`src/rtl/button_conditioner.sv`:
```
// Pushbutton conditioner: 2-flop synchroniser, per-button debounce FSM,
// single-cycle press/release pulses and optional auto-repeat pulses.
module button_conditioner #(
    parameter int unsigned N_BTN           = 3,
    parameter int unsigned DEBOUNCE_CYCLES = 1000000,
    parameter int unsigned REPEAT_EN       = 0,
    parameter int unsigned HOLD_CYCLES     = 50000000,
    parameter int unsigned REPEAT_CYCLES   = 10000000
) (
    input  logic             clk,
    input  logic             reset,
    input  logic [N_BTN-1:0] btn_raw,
    output logic [N_BTN-1:0] btn_level,
    output logic [N_BTN-1:0] btn_press,
    output logic [N_BTN-1:0] btn_release,
    output logic [N_BTN-1:0] btn_repeat
);

    localparam int unsigned MAX_DH  = (DEBOUNCE_CYCLES > HOLD_CYCLES) ? DEBOUNCE_CYCLES : HOLD_CYCLES;
    localparam int unsigned MAX_CYC = (MAX_DH > REPEAT_CYCLES) ? MAX_DH : REPEAT_CYCLES;
    localparam int unsigned CNT_W   = $clog2(MAX_CYC + 1);

    localparam logic [CNT_W-1:0] DEB_LAST  = CNT_W'(DEBOUNCE_CYCLES - 1);
    localparam logic [CNT_W-1:0] HOLD_LAST = CNT_W'(HOLD_CYCLES - 1);
    localparam logic [CNT_W-1:0] RPT_LAST  = CNT_W'(REPEAT_CYCLES - 1);
    localparam logic [CNT_W-1:0] CNT_ZERO  = CNT_W'(0);
    localparam logic [CNT_W-1:0] CNT_ONE   = CNT_W'(1);
    localparam bit               RPT_ON    = (REPEAT_EN != 0);

    typedef enum logic [1:0] {
        IDLE         = 2'd0,
        PRESS_WAIT   = 2'd1,
        PRESSED      = 2'd2,
        RELEASE_WAIT = 2'd3
    } state_e;

    logic [N_BTN-1:0] meta_q;
    logic [N_BTN-1:0] sync_q;

    // Two-flop synchroniser; the only logic that looks at btn_raw.
    always_ff @(posedge clk or posedge reset) begin
        if (reset) begin
            meta_q <= '0;
            sync_q <= '0;
        end else begin
            meta_q <= btn_raw;
            sync_q <= meta_q;
        end
    end

    for (genvar i = 0; i < int'(N_BTN); i++) begin : g_btn
        state_e           state_q, state_d;
        logic [CNT_W-1:0] cnt_q, cnt_d;
        logic             rpt_phase_q, rpt_phase_d;
        logic             level_q, level_d;
        logic             press_q, press_d;
        logic             release_q, release_d;
        logic             repeat_q, repeat_d;
        logic             sync;
        logic [CNT_W-1:0] rpt_last;

        assign sync     = sync_q[i];
        // rpt_phase selects the initial hold interval (0) or the repeat period (1).
        assign rpt_last = rpt_phase_q ? RPT_LAST : HOLD_LAST;

        always_ff @(posedge clk or posedge reset) begin
            if (reset) begin
                state_q     <= IDLE;
                cnt_q       <= CNT_ZERO;
                rpt_phase_q <= 1'b0;
                level_q     <= 1'b0;
                press_q     <= 1'b0;
                release_q   <= 1'b0;
                repeat_q    <= 1'b0;
            end else begin
                state_q     <= state_d;
                cnt_q       <= cnt_d;
                rpt_phase_q <= rpt_phase_d;
                level_q     <= level_d;
                press_q     <= press_d;
                release_q   <= release_d;
                repeat_q    <= repeat_d;
            end
        end

        always_comb begin
            state_d     = state_q;
            cnt_d       = cnt_q;
            rpt_phase_d = rpt_phase_q;
            level_d     = level_q;
            press_d     = 1'b0;
            release_d   = 1'b0;
            repeat_d    = 1'b0;

            unique case (state_q)
                IDLE: begin
                    level_d = 1'b0;
                    if (sync) begin
                        state_d = PRESS_WAIT;
                        cnt_d   = CNT_ONE;
                    end
                end
                PRESS_WAIT: begin
                    if (!sync) begin
                        state_d = IDLE;
                        cnt_d   = CNT_ZERO;
                    end else if (cnt_q == DEB_LAST) begin
                        state_d     = PRESSED;
                        level_d     = 1'b1;
                        press_d     = 1'b1;
                        cnt_d       = CNT_ZERO;
                        rpt_phase_d = 1'b0;
                    end else begin
                        cnt_d = cnt_q + CNT_ONE;
                    end
                end
                PRESSED: begin
                    if (!sync) begin
                        state_d = RELEASE_WAIT;
                        cnt_d   = CNT_ONE;
                    end else if (RPT_ON) begin
                        if (cnt_q == rpt_last) begin
                            repeat_d    = 1'b1;
                            cnt_d       = CNT_ZERO;
                            rpt_phase_d = 1'b1;
                        end else begin
                            cnt_d = cnt_q + CNT_ONE;
                        end
                    end
                end
                RELEASE_WAIT: begin
                    if (sync) begin
                        // Bounce during release: back to held, repeat timing restarts.
                        state_d     = PRESSED;
                        cnt_d       = CNT_ZERO;
                        rpt_phase_d = 1'b0;
                    end else if (cnt_q == DEB_LAST) begin
                        state_d   = IDLE;
                        level_d   = 1'b0;
                        release_d = 1'b1;
                        cnt_d     = CNT_ZERO;
                    end else begin
                        cnt_d = cnt_q + CNT_ONE;
                    end
                end
                default: begin
                    state_d = IDLE;
                    cnt_d   = CNT_ZERO;
                end
            endcase
        end

        assign btn_level[i]   = level_q;
        assign btn_press[i]   = press_q;
        assign btn_release[i] = release_q;
        assign btn_repeat[i]  = repeat_q;
    end

endmodule

```
`config.mk`:
```
export PLATFORM = sky130hd
export DESIGN_NAME = button_conditioner
export DESIGN_NICKNAME = d
export VERILOG_FILES = /design/src/rtl/button_conditioner.sv
export SDC_FILE = /design/constraint.sdc
export NUM_CORES = 1
export LEC_CHECK = 0
export CAP_MARGIN = 20
export CELL_PAD_IN_SITES_DETAIL_PLACEMENT = 0
export CELL_PAD_IN_SITES_GLOBAL_PLACEMENT = 1
export CORE_ASPECT_RATIO = 1.1
export CORE_UTILIZATION = 48
export DETAILED_ROUTE_END_ITERATION = 8
export MAX_ROUTING_LAYER = met4
export PLACE_DENSITY_LB_ADDON = 0.1
export SYNTH_ARGS = -nofsm -noshare
export SYNTH_HDL_FRONTEND = slang
export SYNTH_SLANG_ARGS = --single-unit
```
`constraint.sdc`:
```
create_clock -name clk -period 4.4 [get_ports clk]
set_clock_uncertainty 0.05 [all_clocks]
set_input_delay 0.88 -clock clk [delete_from_list [all_inputs] [get_ports clk]]
set_output_delay 0.88 -clock clk [all_outputs]
set_load 0.02 [all_outputs]
```
==> impl_metrics.csv <==
group,metric,value,unit
status,outcome,"finished clean",
route,viasPerCell,6.05,
clock_tree,cts_setup_buffers,0,
timing,period_share,0.582,
clock_tree,path_clk_slew,0.07,ns
final_layout,fin_nets,589,
final_layout,multi_input_area,2700,um^2
floorplanning,die-area,11800,um^2
final_layout,n_fill_cell,1035,
clock_tree,cts_tree,"built",
timing,setup_viol,0,
final_layout,antenna_cells,0,
clock_tree,cts_made_buffers,9,
synth,muxShareOfSynthArea,0.0281,
synth,yosysTopAreaCell,"dfrtp_1",
synth,synth-xor-area-share,0.0112,
synth,yosysWarnings,0,
route,vias,4433,
worst_setup_path,cp_data_required_time,4.62,ns
placed_design,placedCellCount,716,
hold_path,min-delay-start,"meta_q[1]",
global_routing,grt_max_degree,56,
timing,post-route-min-period,2.56,ns
synth,yosysMostFrequentCell,"dfrtp_1",
timing,final_hold_viol_count,0,
power,clkPwrFrac,0.443,
hold_path,hold_end,"sync_q[1]",
timing,tightest_slew,1.10,ns
synth,synth.top_cell.area_share,0.453,
timing,whs,0.301,ns
route,drcViolationCount,0,
synth,ys_seq_elements,99,
timing,max_freq,390,MHz
clock_tree,cts_buffer_depth,2,
floorplanning,initial_utilization,0.497,
route,drt_wl_total,11.7,mm
clock_tree,clock-sinks,99,
synth,synth_cell_types,55,
worst_setup_path,cp-start-kind,"flip-flop",
synth,post_synth.cell_area_avg,9.19,um^2
route,avgRoutedWirePerCell,16.0,um
synth,ys_top_cells_by_area,"dfrtp_1, a31oi_1, nand2_1",
clock_tree,cts-resized-gates,0,
final_layout,instances_no_fill,733,
floorplanning,dieWidth,104,um
final_layout,seq_area,2480,um^2
synth,synthArstFlopShare,1.00,
power,swShare,0.238,
synth,synthCells,595,
power,powerDensity,331,nW/um^2
power,ir_drop,0.235,mV
route,ant_nets,0,
timing,slew_headroom,0.269,
placed_design,placed_area,5570,um^2
final_layout,final_layout_size_suffix_gt1_frac,0.0631,
timing,fin_tns_setup,0,ns
clock_tree,clk-insertion-delay-late,0.35,ns
worst_setup_path,crit_arrival,2.78,ns
global_routing,grt.total_usage,0.220,
synth,synthFlopType,"dfrtp_1",
final_layout,syn_to_final_growth,8.21,%
power,p_comb_frac,0.063,
placed_design,io_buffers,13,
synth,synth-compound-area-share,0.181,
synth,yosys-top-cells-count,"dfrtp_1, nand2_1, a21oi_1, a31oi_1, nand3_1",
power,p_int,1.49,mW
worst_setup_path,reg2reg_slack,1.84,ns
job,drv_cap,0,
synth,synth_top_family_by_area,"simple AND/OR/NAND/NOR gates",
power,power.switching,0.466,mW
global_routing,overflow,0,
synth,yosys.area_share.simple,0.263,
floorplanning,io-pin-count,17,
floorplanning,core-area,11000,um^2
final_layout,stdcell_area,5920,um^2
hold_path,holdPathStages,0,
timing,report.final.slew_viol_count,0,
worst_setup_path,r2r_cells,6,
clock_tree,ctsHoldBuffers,0,
synth,synth_edf_count,0,
hold_path,worst_hold_path_type,"reg2reg",
worst_setup_path,criticalPathCategory,"reg2reg",
route,drtIter0Drc,245,
synth,ys_seq_area_frac,0.453,
timing,rsz0062_at_grt,"false",
route,firstDrtPassIters,4,
power,seqPwrFrac,0.494,
worst_setup_path,endpoint_kind,"flip-flop",
global_routing,grt_antenna_before_repair,0,
global_routing,grt_pass1_vias,4101,
placed_design,hpwl,7.92,mm
floorplanning,die-height,114,um
worst_setup_path,r2r-end,"g_btn[0].cnt_q[5]",
final_layout,final_util,0.538,
clock_tree,htreeDepth,3,
synth,synth_fa_ha_area_frac,0.00686,
clock_tree,cts_root_buf,"clkbuf_16",
worst_setup_path,r2r-start,"g_btn[0].cnt_q[0]",
power,static-leakage-power,2.36,nW
floorplanning,num_rows,40,
placed_design,gp_congestion,0.804,
worst_setup_path,worst-path-max-fanout,46,
synth,synth_area,5470,um^2
global_routing,grt_pass1_wl,20.4,mm
[cell families (layout without fill, tap and decap cells)]
family          count (synthesis)  after routing
simple gates                  253            253
compound gates                159            159
flops                          99             99
buf+inv                        58             47
mux                            15             15
xor+xnor                        7              7
fa+ha+maj                       3              3
other cells                     1              3
[worst max-delay path: stages, from the launching register on]
cell	delay, ns
dfrtp_1	0.41
ha_1	0.26
nand3_1	0.21
nor2_1	0.15
a31oi_4	0.89
o21ai_0	0.28
a31oi_1	0.23
[per-stage QoR]
| step | worst slack, ns | total power [mW] |
|---|---|---|
| detailed placement | 1.87 | 1.11 |
| CTS | 1.85 | 1.98 |
| global placement | 2.00 | 1.10 |
| floorplan | 0.880 | 1.08 |
| global route | 1.63 | 2.04 |
| finish | 1.84 | 1.96 |
[cells in the final DEF, fill, tap and decap left out, types with 5 or more instances in the layout]
master | synthesis | routed
a21oi_1 | 44 | 43
clkbuf_16 | 0 | 9
nand2_1 | 66 | 66
nor3_1 | 14 | 14
nand2b_1 | 11 | 11
mux2i_1 | 12 | 12
dfrtp_1 | 99 | 99
and4_1 | 10 | 10
nor4_1 | 12 | 12
a41oi_1 | 6 | 6
nor2_1 | 17 | 17
inv_1 | 13 | 12
clkdlybuf4s50_1 | 0 | 13
and2_1 | 10 | 10
a22o_1 | 8 | 8
a21o_1 | 5 | 5
nand3_1 | 39 | 39
o21ai_0 | 30 | 30
nand4_1 | 26 | 26
nor3b_1 | 7 | 7
and3_1 | 16 | 16
a31oi_1 | 44 | 44
[power groups by stage]
stage	clock network, mW	logic, mW	registers, mW
final	0.868	0.123	0.967
after global routing	0.928	0.140	0.971
after CTS	0.888	0.124	0.966
after detailed placement	0	0.122	0.984
after global placement	0	0.118	0.982
after floorplan	0	0.102	0.974
[metal layers]
layer,vias to the layer above,GRT usage,share of wire
li1,2191,-,-
met1,2146,0.299,0.48
met2,84,0.340,0.47
met3,12,0.0309,0.036
met4,0,0.0810,0.013
met5,-,-,0
[how the worst max path moves through the flow]
stage / slack (ns) / cells past startpoint / endpoint / from
after floorplan: 0.88 / 1 / async pin / reset
after global placement: 2.00 / 6 / g_btn[0].cnt_q[21] / g_btn[0].cnt_q[0]
after detailed placement: 1.87 / 6 / g_btn[0].cnt_q[5] / g_btn[0].cnt_q[0]
after CTS: 1.85 / 6 / g_btn[0].cnt_q[5] / g_btn[0].cnt_q[0]
after global routing: 1.63 / 6 / g_btn[0].cnt_q[5] / g_btn[0].cnt_q[0]
final: 1.84 / 6 / g_btn[0].cnt_q[5] / g_btn[0].cnt_q[0]
[flip-flops by register name, summed over array words and instances, names as in the netlist, named ones only]
register         flops
g_btn.press_q        3
meta_q               3
sync_q               3
g_btn.cnt_q         78
g_btn.level_q        3
g_btn.state_q        3
g_btn.release_q      3
[final cells by class]
type                            count  area share
Timing Repair Buffer               18      0.0304
Sequential cell                    99       0.419
Clock inverter                      5      0.0142
Inverter                           13     0.00867
Tap cell                          147      0.0311
Multi-Input combinational cell    440       0.456
Clock buffer                       11      0.0410
(Power assumes the default switching activity.)
